## src/rtl/core_hazard_bypass_pkg.sv

```systemverilog
// Shared core defines for the hazard/bypass unit: select encodings and the
// per-stage destination slot carried down the exec/memory/write pipe.
package core_hazard_bypass_pkg;

  localparam int unsigned REG_W     = 5;
  localparam int unsigned BP_W      = 2;
  localparam int unsigned CNT_W     = 16;
  localparam int unsigned NUM_SLOTS = 3;

  typedef enum logic [BP_W-1:0] {
    BP_NONE     = 2'd0,
    BP_MEMORY   = 2'd1,
    BP_WRITE    = 2'd2,
    BP_WRITE_BK = 2'd3
  } bp_sel_e;

  typedef struct packed {
    logic [REG_W-1:0] rd;
    logic             rd_write;
    logic             is_load;
  } stage_slot_t;

  // x0 is hardwired, so a slot targeting it never produces a forwardable value.
  function automatic logic slot_writes(input stage_slot_t s);
    return s.rd_write && (s.rd != '0);
  endfunction

endpackage

```

## src/rtl/core_hazard_match.sv

```systemverilog
// Compares one decode source against the exec/memory/write slots and returns
// the bypass select for the youngest matching producer.
module core_hazard_match
  import core_hazard_bypass_pkg::*;
(
  input  logic [REG_W-1:0]                rs,
  input  logic                            used,
  input  logic [NUM_SLOTS-1:0][REG_W-1:0] slot_rd,
  input  logic [NUM_SLOTS-1:0]            slot_wr,
  output bp_sel_e                         sel_c
);

  // Slot 0 is exec (youngest), so checking it first gives the freshest value.
  always_comb begin
    sel_c = BP_NONE;
    if (used && (rs != '0)) begin
      if (slot_wr[0] && (slot_rd[0] == rs)) begin
        sel_c = BP_MEMORY;
      end else if (slot_wr[1] && (slot_rd[1] == rs)) begin
        sel_c = BP_WRITE;
      end else if (slot_wr[2] && (slot_rd[2] == rs)) begin
        sel_c = BP_WRITE_BK;
      end
    end
  end

endmodule

```

## src/rtl/core_hazard_bypass.sv

```systemverilog
// Hazard detection and bypass-select generation for the exec stage, with
// load-use stall insertion, flush bubbles and a saturating stall counter.
module core_hazard_bypass
  import core_hazard_bypass_pkg::*;
(
  input  logic             i_clk,
  input  logic             i_reset_n,
  input  logic [REG_W-1:0] i_dec_rs1,
  input  logic [REG_W-1:0] i_dec_rs2,
  input  logic             i_dec_rs1_used,
  input  logic             i_dec_rs2_used,
  input  logic [REG_W-1:0] i_dec_rd,
  input  logic             i_dec_rd_write,
  input  logic             i_dec_is_load,
  input  logic             i_dec_valid,
  input  logic             i_flush,
  input  logic             i_ext_stall,
  output logic [BP_W-1:0]  o_bp_rs1,
  output logic [BP_W-1:0]  o_bp_rs2,
  output logic             o_stall,
  output logic             o_bubble,
  output logic [CNT_W-1:0] o_stall_cnt
);

  stage_slot_t                     ex_q;
  stage_slot_t                     mem_q;
  stage_slot_t                     wb_q;
  stage_slot_t                     dec_slot_c;
  logic [NUM_SLOTS-1:0][REG_W-1:0] slot_rd_c;
  logic [NUM_SLOTS-1:0]            slot_wr_c;
  bp_sel_e                         sel_rs1_c;
  bp_sel_e                         sel_rs2_c;
  logic                            ex_load_hit_c;
  logic                            insert_bubble_c;
  logic [CNT_W-1:0]                cnt_q;
  logic                            wb_load_unused;

  assign dec_slot_c = '{rd: i_dec_rd, rd_write: i_dec_rd_write, is_load: i_dec_is_load};
  assign slot_rd_c  = {wb_q.rd, mem_q.rd, ex_q.rd};
  assign slot_wr_c  = {slot_writes(wb_q), slot_writes(mem_q), slot_writes(ex_q)};

  // The write-stage load flag has no consumer; all slots share one type.
  assign wb_load_unused = wb_q.is_load;

  core_hazard_match u_match_rs1 (
    .rs      (i_dec_rs1),
    .used    (i_dec_rs1_used),
    .slot_rd (slot_rd_c),
    .slot_wr (slot_wr_c),
    .sel_c   (sel_rs1_c)
  );

  core_hazard_match u_match_rs2 (
    .rs      (i_dec_rs2),
    .used    (i_dec_rs2_used),
    .slot_rd (slot_rd_c),
    .slot_wr (slot_wr_c),
    .sel_c   (sel_rs2_c)
  );

  // Load data only exists from the write stage on, so a reader right behind it must wait.
  assign ex_load_hit_c = ex_q.is_load && slot_wr_c[0] &&
                         ((i_dec_rs1_used && (i_dec_rs1 == ex_q.rd)) ||
                          (i_dec_rs2_used && (i_dec_rs2 == ex_q.rd)));

  assign o_stall         = i_dec_valid && !i_flush && ex_load_hit_c;
  assign insert_bubble_c = i_flush || o_stall || !i_dec_valid;
  assign o_stall_cnt     = cnt_q;

  // Pipe advance; an external stall freezes every register including the counter.
  always_ff @(posedge i_clk or negedge i_reset_n) begin
    if (!i_reset_n) begin
      ex_q     <= stage_slot_t'('0);
      mem_q    <= stage_slot_t'('0);
      wb_q     <= stage_slot_t'('0);
      o_bp_rs1 <= BP_NONE;
      o_bp_rs2 <= BP_NONE;
      o_bubble <= 1'b1;
      cnt_q    <= '0;
    end else if (!i_ext_stall) begin
      mem_q <= ex_q;
      wb_q  <= mem_q;
      if (insert_bubble_c) begin
        ex_q     <= stage_slot_t'('0);
        o_bp_rs1 <= BP_NONE;
        o_bp_rs2 <= BP_NONE;
        o_bubble <= 1'b1;
      end else begin
        ex_q     <= dec_slot_c;
        o_bp_rs1 <= sel_rs1_c;
        o_bp_rs2 <= sel_rs2_c;
        o_bubble <= 1'b0;
      end
      if (o_stall && (cnt_q != '1)) begin
        cnt_q <= cnt_q + CNT_W'(1);
      end
    end
  end

endmodule
```

## config.mk

```make
export PLATFORM = sky130hd
export DESIGN_NAME = core_hazard_bypass
export DESIGN_NICKNAME = d
export VERILOG_FILES = /design/src/rtl/core_hazard_bypass_pkg.sv /design/src/rtl/core_hazard_match.sv /design/src/rtl/core_hazard_bypass.sv
export SDC_FILE = /design/constraint.sdc
export NUM_CORES = 1
export LEC_CHECK = 0
export ABC_AREA = 0
export BUFFER_PORTS_ARGS = -buffer_cell sky130_fd_sc_hd__buf_2
export CORE_MARGIN = 5
export CORE_UTILIZATION = 58
export DETAILED_ROUTE_END_ITERATION = 8
export GPL_TIMING_DRIVEN = 0
export PLACE_DENSITY = 0.81
export SYNTH_ARGS = -nofsm -noshare
export SYNTH_HDL_FRONTEND = slang
export SYNTH_SLANG_ARGS = --single-unit
```

## constraint.sdc

```tcl
create_clock -name i_clk -period 6.05 [get_ports i_clk]
set_input_delay 1.21 -clock i_clk [delete_from_list [all_inputs] [get_ports i_clk]]
set_output_delay 1.21 -clock i_clk [all_outputs]
set_load 0.01 [all_outputs]
```

; Word-level counts from Yosys, hierarchy flattened
; Index checks and enable logic that the tools add are counted.
[totals]
out_inout_bits = 22
reg_bits = 40
in_bits = 24
[op_classes]
bitwise = 1
eq_ne = 9
muxes = 12
reduce_logical = 29
addsub = 1
[op_table]
columns = operator, n
row1 = equality test 5 bit, 8
row2 = nonzero test 5 bit, 5
row3 = 2-to-1 mux 2 bit, 10
row4 = logical AND 1 bit, 18
row5 = "adder 16 x 1 -> 16 bit, second input constant", 1
row6 = "inequality test 16 bit, second input constant", 1
row7 = 2-to-1 mux 7 bit, 1
row8 = logical OR 1 bit, 3
row9 = logical NOT 1 bit, 2
row10 = AND reduction 2 bit, 1
row11 = 2-to-1 mux 1 bit, 1
row12 = NOT 1 bit, 1

; Longest topological paths before layout
[depth]
ltp_word = 8
mapped_depth = 8

; By module
; From an unflattened synthesis, not the netlist that was laid out.
[unflattened]
cells_unflattened = 210
area_unflattened_um2 = 2349.8
[modules_own_cells]
columns = mod, area_each_um2, cells_each, n_inst, seq_area_each_um2
row1 = core_hazard_bypass, 1926.8, 156, 1, 1002.2
row2 = core_hazard_match, 211.5, 27, 2, 0.0

; Worst setup path after synthesis
; No wires, ideal clock.
[synth_path]
path_kind = input port to output port
from = in i_dec_rs1[4]
to = out o_stall
path_stages = 5
t_arrival_ns = 1.985
n_path_buf = 0
slack_ns = 2.855
cell_sequence = xnor2_1 > nand3_1 > o22ai_2 > nand3_1 > nor2_1
[synth_via]
elab_chain_len = 5
[synth_lines]
columns = element, line_no
row1 = "start, declared", core_hazard_bypass.sv:8  ; input logic [REG_W-1:0] i_dec_rs1,
row2 = equality test 5 bit, core_hazard_bypass.sv:63  ; ((i_dec_rs1_used && (i_dec_rs1 == ex_q.rd)) ||
row3 = logical AND 1 bit, core_hazard_bypass.sv:63
row4 = logical OR 1 bit, core_hazard_bypass.sv:63
row5 = logical AND 1 bit, core_hazard_bypass.sv:62  ; assign ex_load_hit_c = ex_q.is_load && slot_wr_c[0] &&
row6 = logical AND 1 bit, core_hazard_bypass.sv:66  ; assign o_stall = i_dec_valid && !i_flush && ex_load_hit_c;
row7 = "end, declared", core_hazard_bypass.sv:20  ; output logic o_stall,
; No other way between the ends.

; Worst setup path after layout
[layout_path]
from = in i_dec_rs2[3]
to = out o_stall
[layout_via]
elab_chain_len = 5
[layout_lines]
columns = element, line_no
row1 = "start, declared", core_hazard_bypass.sv:9  ; input logic [REG_W-1:0] i_dec_rs2,
row2 = equality test 5 bit, core_hazard_bypass.sv:64  ; (i_dec_rs2_used && (i_dec_rs2 == ex_q.rd)));
row3 = logical AND 1 bit, core_hazard_bypass.sv:64
row4 = logical OR 1 bit, core_hazard_bypass.sv:63
row5 = logical AND 1 bit, core_hazard_bypass.sv:62
row6 = logical AND 1 bit, core_hazard_bypass.sv:66
; No other way between the ends.

==> summary.txt <==
Die
  – IO Pins: 46
  – Initial core utilization: 0.5899
  – Row count: 22
  – Die Span Y: 70.56 um
  – DIE AREA: 0.004979 mm^2
  – Die extent in x: 70.56 um
  – Core Area: 0.003606 mm^2

Pwr
  – Seq pwr share: 0.445
  – P_sw: 0.1416 mW
  – Peak VDD IR: 0.1448 mV
  – Leakage: 1.270 nW
  – Logic pwr share: 0.103
  – Net Sw Frac: 0.2148
  – Clock power share: 0.452
  – Cell Pwr Density: 256.9 mW/mm^2
  – Internal power: 0.5177 mW

Yosys
  – Synth Register Bits: 40
  – Syn Inst Count: 192
  – Mapped Area: 0.002127 mm^2
  – Syn nets: 217
  – Post-synth EDFFs: 0
  – Most numerous cell in the Yosys netlist: dfrtp_1
  – Avg Cell Area, Syn: 11.08 um^2
  – Most frequent cells after synthesis: dfrtp_1 (39), xnor2_1 (24), xor2_1 (21)
  – Yosys top cell by area: dfrtp_1
  – Async SR Flop Fraction: 1.000
  – Main synth FF type: dfrtp_1
  – Largest cells by area after synthesis: dfrtp_1 (46%), xnor2_1 (9.9%), xor2_1 (8.6%)
  – Synth Warn #: 0
  – Post-synth cell types: 35
  – Seq/Total Area, Yosys: 0.4712
  – Post-synth top area share: 0.4588

Global route
  – Initial antenna violation count: 0
  – Grt met1 use: 0.2695
  – Grt met2 use: 0.3389
  – Total track usage: 0.2030
  – Met3 usage: 0.04830
  – Total congestion overflow: 0
  – Number of global-route vias before repair: 1647
  – First-pass GRT wire length: 8.086 mm
  – GRT busiest layer: met2
  – Largest net degree at the start of global routing: 41

Setup path
  – CP Max Fanout: 4
  – Critical path startpoint category: primary input
  – CP max stage delay: 260 ps
  – Crit Path Class: in -> out
  – Crit-path leading delay family: simple AND/OR/NAND/NOR gates
  – Worst path slowest cell: o22ai_2
  – Worst EP arrival: 2370 ps
  – Buf+Inv Stages, Crit Path: 2
  – Critical-path cell list: buf_2 > xnor2_1 > nand3_1 > o22ai_2 > nand3_1 > nor2_1 > buf_2
  – Critical Path RT: 4840 ps
  – Worst Setup End Kind: output port

STA
  – Fmax: 0.2795 GHz
  – Crit share post-route: 0.5914
  – Fin. max-slew vios: 0
  – Relative slew slack: 0.4199
  – Final setup fails: 0
  – Post-route setup slack: 2472 ps
  – Setup Skew: 6.852 ps
  – Worst-Margin Slew: 870.2 ps
  – Min Tclk post-route: 3578 ps
  – Fin. Hold Viols: 0
  – RSZ-0062 raised after global routing: false
  – Setup_tns: 0 ps
  – Hold WS: 464.6 ps

CTS
  – CTS tree: done
  – Clock latency on the worst-skew pair: 290 ps
  – TritonCTS Buffers: 5
  – Post-cts resize count: 0
  – Clock sink count: 40
  – Htree depth: 2
  – Clock transition at path regs: 80 ps
  – # Post-CTS Setup Buffers: 0
  – Clk buf depth: 2
  – Root buffer cell: clkbuf_8
  – Hold Buf Count CTS: 0

Drt
  – DRT Wirelength: 4.978 mm
  – Antenna Nets Post-Route: 0
  – Vias per cell: 5.839
  – Iter 0 DRT Violations: 85
  – Pre-antenna DRT Iters: 4
  – Residual DRC: 0
  – Vias post-DR: 1705
  – Drt wl/cell: 17.05 um

Placement
  – Instance area after placement: 0.002407 mm^2
  – DP HPWL: 3.568 mm
  – DP Worst Slack: 2500 ps
  – Port bufs: 44
  – Final GP Congestion: 0.8341
  – Dpl cells: 284

Cells and area
  – Layout fillers: 280
  – Final design instance area without fill: 0.002566 mm^2
  – Antenna diode count: 0
  – Nets: 268
  – Layout area overhead: 20.65%
  – Fraction of layout cells with a size suffix above 1: 0.3115
  – Post-route insts no fill: 292

Outcome
  – Run status: complete, no violations

Min path
  – Hold crit path type: reg -> reg

Flow run
  – # Max-Cap Violations: 0
[flip-flops by register name, indices dropped and copies added (netlist names)]
| name | cells |
|---|---|
| ex_q | 7 |
| mem_q | 6 |
| o_bp_rs1 | 2 |
| o_bp_rs2 | 2 |
| o_bubble | 1 |
| o_stall_cnt | 16 |
| slot_rd_c | 5 |
| wb_q | 1 |
[path summary, 6_finish.rpt]
kind,start,end,slack (ps),depth (start not counted)
hold / removal,o_bubble,o_bubble,460,2
setup reg to reg,o_stall_cnt[0],o_stall_cnt[15],3720,8
setup / recovery,i_dec_rs2[3],o_stall,2470,7
max in group asynchronous,i_reset_n,ex_q[0],4470,1
min in group asynchronous,i_reset_n,o_bp_rs2[0],1030,1
hold reg to reg,o_bubble,o_bubble,460,2
[through the flow]
| step | power [mW] | util |
|---|---|---|
| final | 0.6593 | 0.7117 |
| after global routing | 0.6814 | 0.7117 |
| after CTS | 0.6618 | 0.7117 |
| after detailed placement | 0.3636 | 0.6676 |
| after global placement | 0.3608 | 0.6676 |
| after floorplan | 0.3359 | - |
[worst register-to-register path, cell delays in order, from the launching register on]
cell,delay (ps)
dfrtp_1,420
ha_1,230
and3_1,200
and3_1,220
a41oi_1,290
nand4_1,310
buf_6,260
nor2_1,170
xor2_1,160
[routing by layer]
| layer | share of wire | vias up |
|---|---|---|
| li1 | - | 790 |
| met1 | 0.43 | 854 |
| met3 | 0.056 | 12 |
| met2 | 0.50 | 49 |
| met4 | 0.014 | 0 |
| met5 | 0 | - |
[layout make-up]
class	count	area (um^2)	area share
plain buffers	4	23.77	0.009264
clock buffers	5	68.82	0.02682
clock inverters	3	90.09	0.03510
inverters	3	11.26	0.004388
multi-input cells	145	1090	0.4247
flip-flops and latches	40	1002	0.3905
well taps	48	60.06	0.02340
repair buffers	44	220.2	0.08581
[power groups by stage]
stage	Sequential [mW]	Combinational, mW	Clock, mW
6_report	0.294	0.0677	0.298
5_1_grt	0.295	0.0742	0.312
4_1_cts	0.293	0.0680	0.301
3_5_place_dp	0.298	0.0660	0
3_3_place_gp	0.297	0.0638	0
2_1_floorplan	0.293	0.0429	0
[cell usage in the layout (no fill, tap or decap), types with 3 or more instances in the layout]
cell        n
a22o_1      7
nor4_1      6
xor2_1     21
nand4_1     4
nand2_1     9
xnor2_1    24
and3_1      4
nor2_1     11
clkbuf_8    5
nand2b_1    3
or4_1       4
dfrtp_1    39
bufinv_16   3
buf_2      45
mux2_2     13
inv_1       3
o21ai_0     5
nand3_1    14
[logic make-up (layout without fill, tap and decap cells)]
| logic type | Yosys count | in the layout | share of synthesized area |
|---|---|---|---|
| and+or+nand+nor | 63 | 63 | 0.1577 |
| muxes | 13 | 13 | 0.06882 |
| adders and majority gates | 1 | 1 | 0.005881 |
| AOI/OAI and AO/OA | 23 | 23 | 0.09470 |
| xor gates and xnor gates | 45 | 45 | 0.1853 |
| buffers and inverters | 7 | 59 | 0.01647 |
| DFF | 40 | 40 | 0.4712 |
No activity file was read; power rests on OpenSTA's default activity.
